===== src/rtl/io_cmd_master_if.sv =====
`default_nettype none
// ============================================================================
// Module      : io_cmd_master_if
// Description : Host request/response, IO responder and UART receive bundle.
// Revision    : 1.0
// ============================================================================
interface io_cmd_master_if;
  logic        req_valid;
  logic        req_ready;
  logic [7:0]  req_op;
  logic [15:0] req_arg;
  logic        resp_valid;
  logic [23:0] resp_data;
  logic        resp_timeout;
  logic        cmd_start;
  logic [23:0] cmd_word;
  logic        cmd_rdy;
  logic [23:0] cmd_data;
  logic        rx_valid;
  logic [7:0]  rx_data;
  logic        rx_pop;
  logic        rx_overflow;

  modport master (
    input  req_valid, req_op, req_arg, cmd_rdy, cmd_data, rx_pop,
    output req_ready, resp_valid, resp_data, resp_timeout,
           cmd_start, cmd_word, rx_valid, rx_data, rx_overflow
  );

  modport slave (
    output req_valid, req_op, req_arg, cmd_rdy, cmd_data, rx_pop,
    input  req_ready, resp_valid, resp_data, resp_timeout,
           cmd_start, cmd_word, rx_valid, rx_data, rx_overflow
  );
endinterface
`default_nettype wire


===== src/rtl/io_cmd_master.sv =====
`default_nettype none
// ============================================================================
// Module      : io_cmd_master
// Description : Issues host commands to an IO responder, collects read data
//               with timeout, and buffers unsolicited UART receive bytes.
//               IO_CMD_MASTER_RXFIFO_EN selects a 4-deep receive FIFO instead
//               of a single receive register.
// Revision    : 1.0
// ============================================================================
module io_cmd_master #(
  parameter int         TIMEOUT = 16,
  parameter logic [7:0] RD_OP   = 8'h08
) (
  input wire logic          clk,
  input wire logic          rst,
  io_cmd_master_if.master   bus
);

  localparam logic [1:0] S_IDLE  = 2'd0;
  localparam logic [1:0] S_ISSUE = 2'd1;
  localparam logic [1:0] S_WAIT  = 2'd2;
  localparam logic [1:0] S_RESP  = 2'd3;

  localparam logic [7:0] c_TIMEOUT = TIMEOUT[7:0];

  logic [1:0]  r_state;
  logic [1:0]  w_next;
  logic [7:0]  r_op;
  logic [15:0] r_arg;
  logic [7:0]  r_cnt;
  logic [23:0] r_resp_data;
  logic        r_timeout;
  logic        r_rx_overflow;

  logic        w_accept;
  logic        w_is_read;
  logic        w_rx_push;
  logic        w_rx_pop;
  logic        w_rx_wr;
  logic        w_rx_full;
  logic        w_rx_valid;
  logic [7:0]  w_rx_head;

  assign w_accept  = bus.req_valid && (r_state == S_IDLE);
  assign w_is_read = (r_op == RD_OP);

  always_ff @(posedge clk or posedge rst) begin
    if (rst) begin
      r_state <= S_IDLE;
    end else begin
      r_state <= w_next;
    end
  end

  always_comb begin
    w_next = r_state;
    case (r_state)
      S_IDLE:  if (w_accept) w_next = S_ISSUE;
      S_ISSUE: w_next = (!w_is_read || bus.cmd_rdy) ? S_RESP : S_WAIT;
      S_WAIT:  if (bus.cmd_rdy || (r_cnt == c_TIMEOUT)) w_next = S_RESP;
      S_RESP:  w_next = S_IDLE;
      default: w_next = S_IDLE;
    endcase
  end

  always_comb begin
    bus.req_ready    = (r_state == S_IDLE);
    bus.cmd_start    = (r_state == S_ISSUE);
    bus.cmd_word     = (r_state == S_ISSUE) ? {r_op, r_arg} : 24'h0;
    bus.resp_valid   = (r_state == S_RESP);
    bus.resp_data    = (r_state == S_RESP) ? r_resp_data : 24'h0;
    bus.resp_timeout = (r_state == S_RESP) && r_timeout;
  end

  // Command datapath: captured operands, WAIT counter and response payload.
  always_ff @(posedge clk or posedge rst) begin
    if (rst) begin
      r_op        <= 8'h0;
      r_arg       <= 16'h0;
      r_cnt       <= 8'h0;
      r_resp_data <= 24'h0;
      r_timeout   <= 1'b0;
    end else begin
      if (w_accept) begin
        r_op        <= bus.req_op;
        r_arg       <= bus.req_arg;
        r_resp_data <= 24'h0;
        r_timeout   <= 1'b0;
      end
      case (r_state)
        S_ISSUE: begin
          r_cnt <= 8'h0;
          if (w_is_read && bus.cmd_rdy) r_resp_data <= bus.cmd_data;
        end
        S_WAIT: begin
          if (bus.cmd_rdy)              r_resp_data <= bus.cmd_data;
          else if (r_cnt == c_TIMEOUT)  r_timeout   <= 1'b1;
          else                          r_cnt       <= r_cnt + 8'd1;
        end
        default: ;
      endcase
    end
  end

  // Responder strobes outside a pending read are UART receive bytes.
  assign w_rx_push = bus.cmd_rdy &&
                     ((r_state == S_IDLE) || (r_state == S_RESP) ||
                      ((r_state == S_ISSUE) && !w_is_read));
  assign w_rx_pop  = bus.rx_pop && w_rx_valid;
  assign w_rx_wr   = w_rx_push && (!w_rx_full || w_rx_pop);

`ifdef IO_CMD_MASTER_RXFIFO_EN
  logic [7:0] r_mem [4];
  logic [1:0] r_wr_ptr;
  logic [1:0] r_rd_ptr;
  logic [2:0] r_count;

  assign w_rx_full  = (r_count == 3'd4);
  assign w_rx_valid = (r_count != 3'd0);
  assign w_rx_head  = r_mem[r_rd_ptr];

  always_ff @(posedge clk) begin
    if (w_rx_wr) r_mem[r_wr_ptr] <= bus.cmd_data[7:0];
  end

  always_ff @(posedge clk or posedge rst) begin
    if (rst) begin
      r_wr_ptr <= 2'd0;
      r_rd_ptr <= 2'd0;
      r_count  <= 3'd0;
    end else begin
      if (w_rx_wr)  r_wr_ptr <= r_wr_ptr + 2'd1;
      if (w_rx_pop) r_rd_ptr <= r_rd_ptr + 2'd1;
      case ({w_rx_wr, w_rx_pop})
        2'b10:   r_count <= r_count + 3'd1;
        2'b01:   r_count <= r_count - 3'd1;
        default: r_count <= r_count;
      endcase
    end
  end
`else
  logic       r_rx_valid;
  logic [7:0] r_rx_data;

  assign w_rx_full  = r_rx_valid;
  assign w_rx_valid = r_rx_valid;
  assign w_rx_head  = r_rx_data;

  always_ff @(posedge clk or posedge rst) begin
    if (rst) begin
      r_rx_valid <= 1'b0;
      r_rx_data  <= 8'h0;
    end else if (w_rx_wr) begin
      r_rx_valid <= 1'b1;
      r_rx_data  <= bus.cmd_data[7:0];
    end else if (w_rx_pop) begin
      r_rx_valid <= 1'b0;
    end
  end
`endif

  always_ff @(posedge clk or posedge rst) begin
    if (rst) begin
      r_rx_overflow <= 1'b0;
    end else if (w_rx_push && !w_rx_wr) begin
      r_rx_overflow <= 1'b1;
    end
  end

  assign bus.rx_valid    = w_rx_valid;
  assign bus.rx_data     = w_rx_valid ? w_rx_head : 8'h0;
  assign bus.rx_overflow = r_rx_overflow;

endmodule
`default_nettype wire


===== src/flat_wrapper.sv =====
// flat-port wrapper written by rule: the top's interface ports become plain ports
module io_cmd_master_flat 
#(
  parameter int         TIMEOUT = 16,
  parameter logic [7:0] RD_OP   = 8'h08
)
  (clk, rst, bus_req_valid, bus_req_op, bus_req_arg, bus_cmd_rdy, bus_cmd_data, bus_rx_pop, bus_req_ready, bus_resp_valid, bus_resp_data, bus_resp_timeout, bus_cmd_start, bus_cmd_word, bus_rx_valid, bus_rx_data, bus_rx_overflow);
  io_cmd_master_if bus_i ();
  input wire logic clk;
  input wire logic rst;
  input wire logic [$bits(bus_i.req_valid)-1:0] bus_req_valid;
  input wire logic [$bits(bus_i.req_op)-1:0] bus_req_op;
  input wire logic [$bits(bus_i.req_arg)-1:0] bus_req_arg;
  input wire logic [$bits(bus_i.cmd_rdy)-1:0] bus_cmd_rdy;
  input wire logic [$bits(bus_i.cmd_data)-1:0] bus_cmd_data;
  input wire logic [$bits(bus_i.rx_pop)-1:0] bus_rx_pop;
  output wire logic [$bits(bus_i.req_ready)-1:0] bus_req_ready;
  output wire logic [$bits(bus_i.resp_valid)-1:0] bus_resp_valid;
  output wire logic [$bits(bus_i.resp_data)-1:0] bus_resp_data;
  output wire logic [$bits(bus_i.resp_timeout)-1:0] bus_resp_timeout;
  output wire logic [$bits(bus_i.cmd_start)-1:0] bus_cmd_start;
  output wire logic [$bits(bus_i.cmd_word)-1:0] bus_cmd_word;
  output wire logic [$bits(bus_i.rx_valid)-1:0] bus_rx_valid;
  output wire logic [$bits(bus_i.rx_data)-1:0] bus_rx_data;
  output wire logic [$bits(bus_i.rx_overflow)-1:0] bus_rx_overflow;
  assign bus_i.req_valid = bus_req_valid;
  assign bus_i.req_op = bus_req_op;
  assign bus_i.req_arg = bus_req_arg;
  assign bus_i.cmd_rdy = bus_cmd_rdy;
  assign bus_i.cmd_data = bus_cmd_data;
  assign bus_i.rx_pop = bus_rx_pop;
  assign bus_req_ready = bus_i.req_ready;
  assign bus_resp_valid = bus_i.resp_valid;
  assign bus_resp_data = bus_i.resp_data;
  assign bus_resp_timeout = bus_i.resp_timeout;
  assign bus_cmd_start = bus_i.cmd_start;
  assign bus_cmd_word = bus_i.cmd_word;
  assign bus_rx_valid = bus_i.rx_valid;
  assign bus_rx_data = bus_i.rx_data;
  assign bus_rx_overflow = bus_i.rx_overflow;
  io_cmd_master #(.TIMEOUT(TIMEOUT), .RD_OP(RD_OP)) u_core (.clk(clk), .rst(rst), .bus(bus_i));
endmodule

===== config.mk =====
export PLATFORM = sky130hd
export DESIGN_NAME = io_cmd_master_flat
export DESIGN_NICKNAME = d
export VERILOG_FILES = /design/src/rtl/io_cmd_master_if.sv /design/src/rtl/io_cmd_master.sv /design/src/flat_wrapper.sv
export SDC_FILE = /design/constraint.sdc
export NUM_CORES = 1
export LEC_CHECK = 0
export ABC_CLOCK_PERIOD_IN_PS = 3200
export BUFFER_PORTS_ARGS = -buffer_cell sky130_fd_sc_hd__buf_4
export CAP_MARGIN = 15
export CORE_ASPECT_RATIO = 1.4
export CORE_MARGIN = 2
export CORE_UTILIZATION = 54
export DETAILED_ROUTE_END_ITERATION = 6
export GPL_ROUTABILITY_DRIVEN = 0
export PLACE_DENSITY = 0.87
export SLEW_MARGIN = 20
export SYNTH_ARGS = -nofsm -noshare
export SYNTH_HDL_FRONTEND = slang
export SYNTH_SLANG_ARGS = --single-unit

===== constraint.sdc =====
create_clock -name clk -period 3.2 [get_ports clk]
set_clock_uncertainty 0.15 [all_clocks]
set_input_delay 0 -clock clk [delete_from_list [all_inputs] [get_ports clk]]
set_output_delay 0 -clock clk [all_outputs]
set_load 0.02 [all_outputs]

Word-level counts from Yosys, hierarchy flattened
Index checks and enable logic that the tools add are counted.
- register bits after elaboration: 69
- logic and storage cells: 60
- add/sub/neg operators: 1
- eq/ne operators: 9
- multiplexer cells: 20
- reductions and logical operators: 21
- operators by type and width (operator ; count):
    24-bit 2-to-1 mux ; 5
    24-bit case mux with 2 select lines ; 1
    8-bit 2-to-1 mux ; 3
    8-bit case mux with 2 select lines ; 1
    8-bit by 1-bit adder with 8-bit output, second input constant ; 1
    8-bit by 4-bit equality test with 1-bit output, second input constant ; 1
    8-bit by 5-bit equality test with 1-bit output, second input constant ; 1
    1-bit logical AND ; 8
    2-bit case mux with 4 select lines ; 1
    1-bit 2-to-1 mux ; 7
    1-bit logical OR ; 5
    2-bit equality test, second input constant ; 2
    2-bit 2-to-1 mux ; 2
    2-bit by 1-bit inequality test with 1-bit output, second input constant ; 2
    2-bit inequality test, second input constant ; 2
    2-bit nonzero test ; 2
    1-bit logical NOT ; 3
    3-bit AND reduction ; 1
    2-bit by 1-bit equality test with 1-bit output, second input constant ; 1
    2-bit logical NOT ; 1
    2-bit AND reduction ; 1

Longest topological paths before layout
- depth in word-level cells: 8
- mapped depth: 7
- depth with buffers taken out: 6

Worst setup path after synthesis
OpenSTA, ideal clock, no wires.
- path type: flip-flop to flip-flop
- from: reg u_core.r_state[1]
- to: reg u_core.r_resp_data[0]
- setup time: 0.065 ns
- arrival time: 1.862 ns
- required time: 2.985 ns
- setup slack: 1.123 ns
- stages on the path, launching flop included: 8
- buffers on the path: 2
- period minus slack after synthesis: 2.077 ns
- cells stage by stage: dfrtp_1 -> inv_1 -> ha_1 -> clkbuf_1 -> o21ai_0 -> a32oi_4 -> buf_6 -> a22o_1
- elaborated cells on any way between the ends: 8
- classes of those cells: eq/ne: 2; mux: 4; reduce/logical: 2
- RTL lines (item ; RTL line ; source):
    from (decl) ; io_cmd_master.sv:26 ; logic [1:0] r_state;
    from (signal assigned) ; io_cmd_master.sv:51 ; r_state <= w_next;
    2-bit by 1-bit equality test with 1-bit output ; - ;
    named net bus_cmd_start ; flat_wrapper.sv:21 ; output wire logic [$bits(bus_i.cmd_start)-1:0] bus_cmd_start;
    24-bit case mux with 2 select lines ; io_cmd_master.sv:90 ; case (r_state)
    to (signal assigned) ; io_cmd_master.sv:93 ; if (w_is_read && bus.cmd_rdy) r_resp_data <= bus.cmd_data;
    to (signal assigned) ; io_cmd_master.sv:96 ; if (bus.cmd_rdy) r_resp_data <= bus.cmd_data;
    to (decl) ; io_cmd_master.sv:31 ; logic [23:0] r_resp_data;
The timed path passes the listed nets, and every way through them passes these cells.
A chain may end at the register's enable or synchronous reset.

Worst setup path after layout
- from: reg u_core.r_state[1]
- to: reg u_core.r_resp_data[22]
- word-level cells in the longest chain between the ends: 5
- elaborated cells on any way between the ends: 8
- classes of those cells: eq/ne: 2; mux: 4; reduce/logical: 2
- RTL lines (item ; RTL line ; source):
    2-bit logical NOT ; io_cmd_master.sv:44 ; assign w_accept = bus.req_valid && (r_state == S_IDLE);
    1-bit logical AND ; io_cmd_master.sv:44 ;
    24-bit 2-to-1 mux ; io_cmd_master.sv:84 ; if (w_accept) begin
    24-bit 2-to-1 mux (on tied branches) ; io_cmd_master.sv:96, io_cmd_master.sv:93 ;
    24-bit case mux with 2 select lines * ; io_cmd_master.sv:90 ;
Every way passes the cells marked *; elsewhere a longest branch is shown, timed or not.

==> impl_metrics.py <==
metrics = {
    "run_status": {
        "run_status": "finished clean",
    },
    "global_route": {
        "grt.total_usage_pct": 26.3,
        "grt_use_met1_pct": 31.9,
        "use_met3_pct": 5.55,
        "grt_first_pass_wirelength_um": 13700,
        "global_route.usage.met2_pct": 46.6,
        "busiest_layer": "met2",
        "grt_pass1_vias": 2816,
        "pin_count_of_the_biggest_net_entering_global_routing": 53,
        "grt_antenna_before_repair": 0,
        "grt-ovfl-total": 0,
    },
    "critical_path": {
        "worstPathArrival_ns": 2.45,
        "path_class": "flop to flop",
        "setup.worst_path.end_class": "flop",
        "critical-path-top-cell-by-count": "sky130_fd_sc_hd__inv_1",
        "required_arrival_time_at_the_worst_endpoint_ns": 3.32,
        "cp_cell_sequence": "inv_1 > ha_1 > inv_1 > nor3_1 > o211a_1 > a22o_1",
        "critPathBufInv": 2,
        "startpoint_class_of_the_critical_path": "flop",
        "cpPeakStageDelay_ns": 0.68,
        "timing.critical_path.fanout_max": 24,
        "critPathSlowestCell": "sky130_fd_sc_hd__o211a_1",
        "top_cell_family_by_delay_on_the_critical_path": "compound AO/OA/AOI/OAI gates",
    },
    "layout": {
        "layout.cells.most_common": "sky130_fd_sc_hd__buf_4",
        "final_nets": 490,
        "post_route_cells_drive_above_1_share_pct": 40.5,
        "final_design_area_no_fill_mm2": 0.00486,
        "syn2layout_area_growth_pct": 49.0,
        "num_antenna_cells": 0,
        "filler_cell_count": 312,
        "layout.cells.most_common_list": "sky130_fd_sc_hd__buf_4, sky130_fd_sc_hd__dfrtp_1, sky130_fd_sc_hd__and2_1",
    },
    "timing": {
        "max_slew.worst_pin.slew_ns": 1.04,
        "hold_viol_final": 0,
        "finalHoldWorstSlack_ns": 0.00894,
        "slew_headroom_pct": 30.5,
        "rsz_0062_raised_after_global_routing": "no",
        "maxSlewViolCount": 0,
        "finalSetupTns_ns": 0,
        "fin_crit_ns": 2.33,
        "finalCritPeriodShare_pct": 72.8,
        "report.final.setup_viol": 0,
        "achievable-frequency_mhz": 429,
    },
    "synth": {
        "post_synthesis_cell_area_mm2": 0.00326,
        "sequential_share_of_the_synthesized_area_pct": 53.0,
        "synth_compound_gate_area_share_pct": 12.2,
        "syn_area_per_cell_um2": 12.4,
        "synth.mux.area_fraction_pct": 11.7,
        "number_of_synthesized_register_bits": 69,
        "synth_simple_gate_area_share_pct": 16.1,
        "yosys_warnings": 0,
        "syn_inst": 264,
        "combinational_family_with_the_most_area_after_synthesis": "simple AND/OR/NAND/NOR gates",
        "yosys.area_share.adder_pct": 2.69,
        "mappedNetlistNets": 324,
        "xor_xnor_cell_area_share_of_the_yosys_netlist_pct": 0.806,
        "synth_enable_flop_cells": 0,
        "distinct_cells_synth": 39,
        "synthFlopType": "sky130_fd_sc_hd__dfrtp_1",
        "synth-async-reset-ratio_pct": 100,
    },
    "run": {
        "maxCapViolations": 0,
    },
    "pwr": {
        "static_leakage_nw": 2.38,
        "vdd.ir_drop.worst_mv": 0.671,
        "p_per_area_mw_per_mm2": 896,
    },
    "clock_network": {
        "cts.htree.levels": 3,
        "cts_max_path_buffers": 2,
        "clock_insertion_delay_at_the_later_pin_of_the_skew_report_ns": 0.34,
        "cts.repair.resized": 0,
        "root_buffer": "sky130_fd_sc_hd__clkbuf_8",
        "cts.sink_count": 69,
        "worst_setup_hold_path_clk_slew_ns": 0.07,
        "cts_tree": "yes",
        "tritoncts.num_buffers": 9,
    },
    "placement": {
        "portBuffers": 114,
        "placement.cell_area_mm2": 0.00414,
        "dp.final_hpwl_um": 5130,
    },
    "floorplan": {
        "core_mm2": 0.00586,
        "die_area_mm2": 0.00668,
        "boundaryPins": 115,
        "dieWidth_um": 69.7,
        "initial_util_pct": 55.6,
        "die_height_um": 95.9,
        "std_cell_rows": 33,
    },
    "drt": {
        "drt-initial-drc-count": 154,
        "dr_total_vias": 2672,
        "finalWirelength_um": 8310,
        "drtPass1Iterations": 5,
        "avgRoutedWirePerCell_um": 16.5,
        "post_drt_via_cell_ratio": 5.29,
        "drc_violations_left": 0,
        "ant_nets": 0,
    },
    "worst_hold_path": {
        "min-delay-path-class": "input port to flop",
    },
}
[state kept, by name, summed over array words and instances (netlist names)]
register	count
u_core.bus.rx_valid	1
u_core.r_timeout	1
u_core.bus.rx_overflow	1
u_core.r_arg	16
u_core.r_state	2
u_core.r_op	8
u_core.r_resp_data	24
u_core.r_rx_data	8
u_core.r_cnt	8
[worst min-delay path: stages]
cell	delay (ns)
sky130_fd_sc_hd__buf_4	0.13
sky130_fd_sc_hd__nor2b_1	0.14
sky130_fd_sc_hd__o31a_1	0.15
sky130_fd_sc_hd__a41oi_1	0.04
[cells in the mapped netlist, drive strengths merged, types with 5 or more instances]
library cell / number / area [um2]
clkbuf: 7 / 26.3
mux2: 33 / 372
dfrtp: 69 / 1730
buf: 5 / 56.3
nand2: 8 / 30.0
ha: 7 / 87.6
inv: 9 / 33.8
and2: 57 / 358
a22o: 25 / 224
nor2: 8 / 30.0
[through the flow]
step                power [mW]  utilization [%]  worst slack [ns]  instances
finish                    4.35             82.9             0.870        505
CTS                       4.33             82.9             0.858        505
floorplan                 2.88                -              1.12        264
global route              4.60             82.9             0.615        505
detailed placement        3.53             70.6             0.886        438
global placement          3.44             70.6             0.944        438
[final cells by class]
| class | count | area, um2 | area share [%] |
|---|---|---|---|
| timing repair buffer | 167 | 1380 | 28.4 |
| multi-input combinational | 174 | 1420 | 29.2 |
| inverter | 9 | 35.0 | 0.721 |
| sequential | 69 | 1730 | 35.5 |
| clock inverter | 3 | 42.5 | 0.875 |
| tap | 70 | 87.6 | 1.80 |
| clock buffer | 13 | 169 | 3.48 |
[metal layers]
| metal | up-vias | share of wire [%] |
|---|---|---|
| li1 | 1253 | - |
| met1 | 1293 | 41 |
| met2 | 113 | 51 |
| met3 | 13 | 6.4 |
| met4 | 0 | 1.8 |
| met5 | - | 0 |
[worst paths after layout]
check	endpoint	cells after the start	from	slack (ns)
max in group asynchronous	u_core.r_resp_data[12]	4	rst	1.90
worst min-delay path	u_core.r_state[0]	4	bus_req_valid	0.009
min in group asynchronous	u_core.r_rx_data[7]	3	rst	0.23
worst min register to register	u_core.bus.rx_overflow	1	u_core.bus.rx_overflow	0.32
worst max-delay path	u_core.r_resp_data[22]	6	u_core.r_state[1]	0.87
worst max register to register	u_core.r_resp_data[22]	6	u_core.r_state[1]	0.87
[what timing repair did]
item                      in CTS  in global routing
hold buffers                  51                  0
setup buffers                  0                  0
hold endpoints to repair     113                  0
[logic make-up after synthesis]
logic type | count (synthesis)
and+or+nand+nor | 87
DFF | 69
AOI/OAI and AO/OA | 43
muxes | 34
buffers and inverters | 21
adders and majority gates | 7
xor gates and xnor gates | 3
[power by group]
group / total (mW) / switching (mW) / internal (mW) / leakage [nW]
Sequential: 1.51 / 0.244 / 1.26 / 0.874
Clock: 0.740 / 0.317 / 0.423 / 0.106
Combinational: 2.11 / 1.10 / 1.00 / 1.40
(Power assumes the default switching activity.)
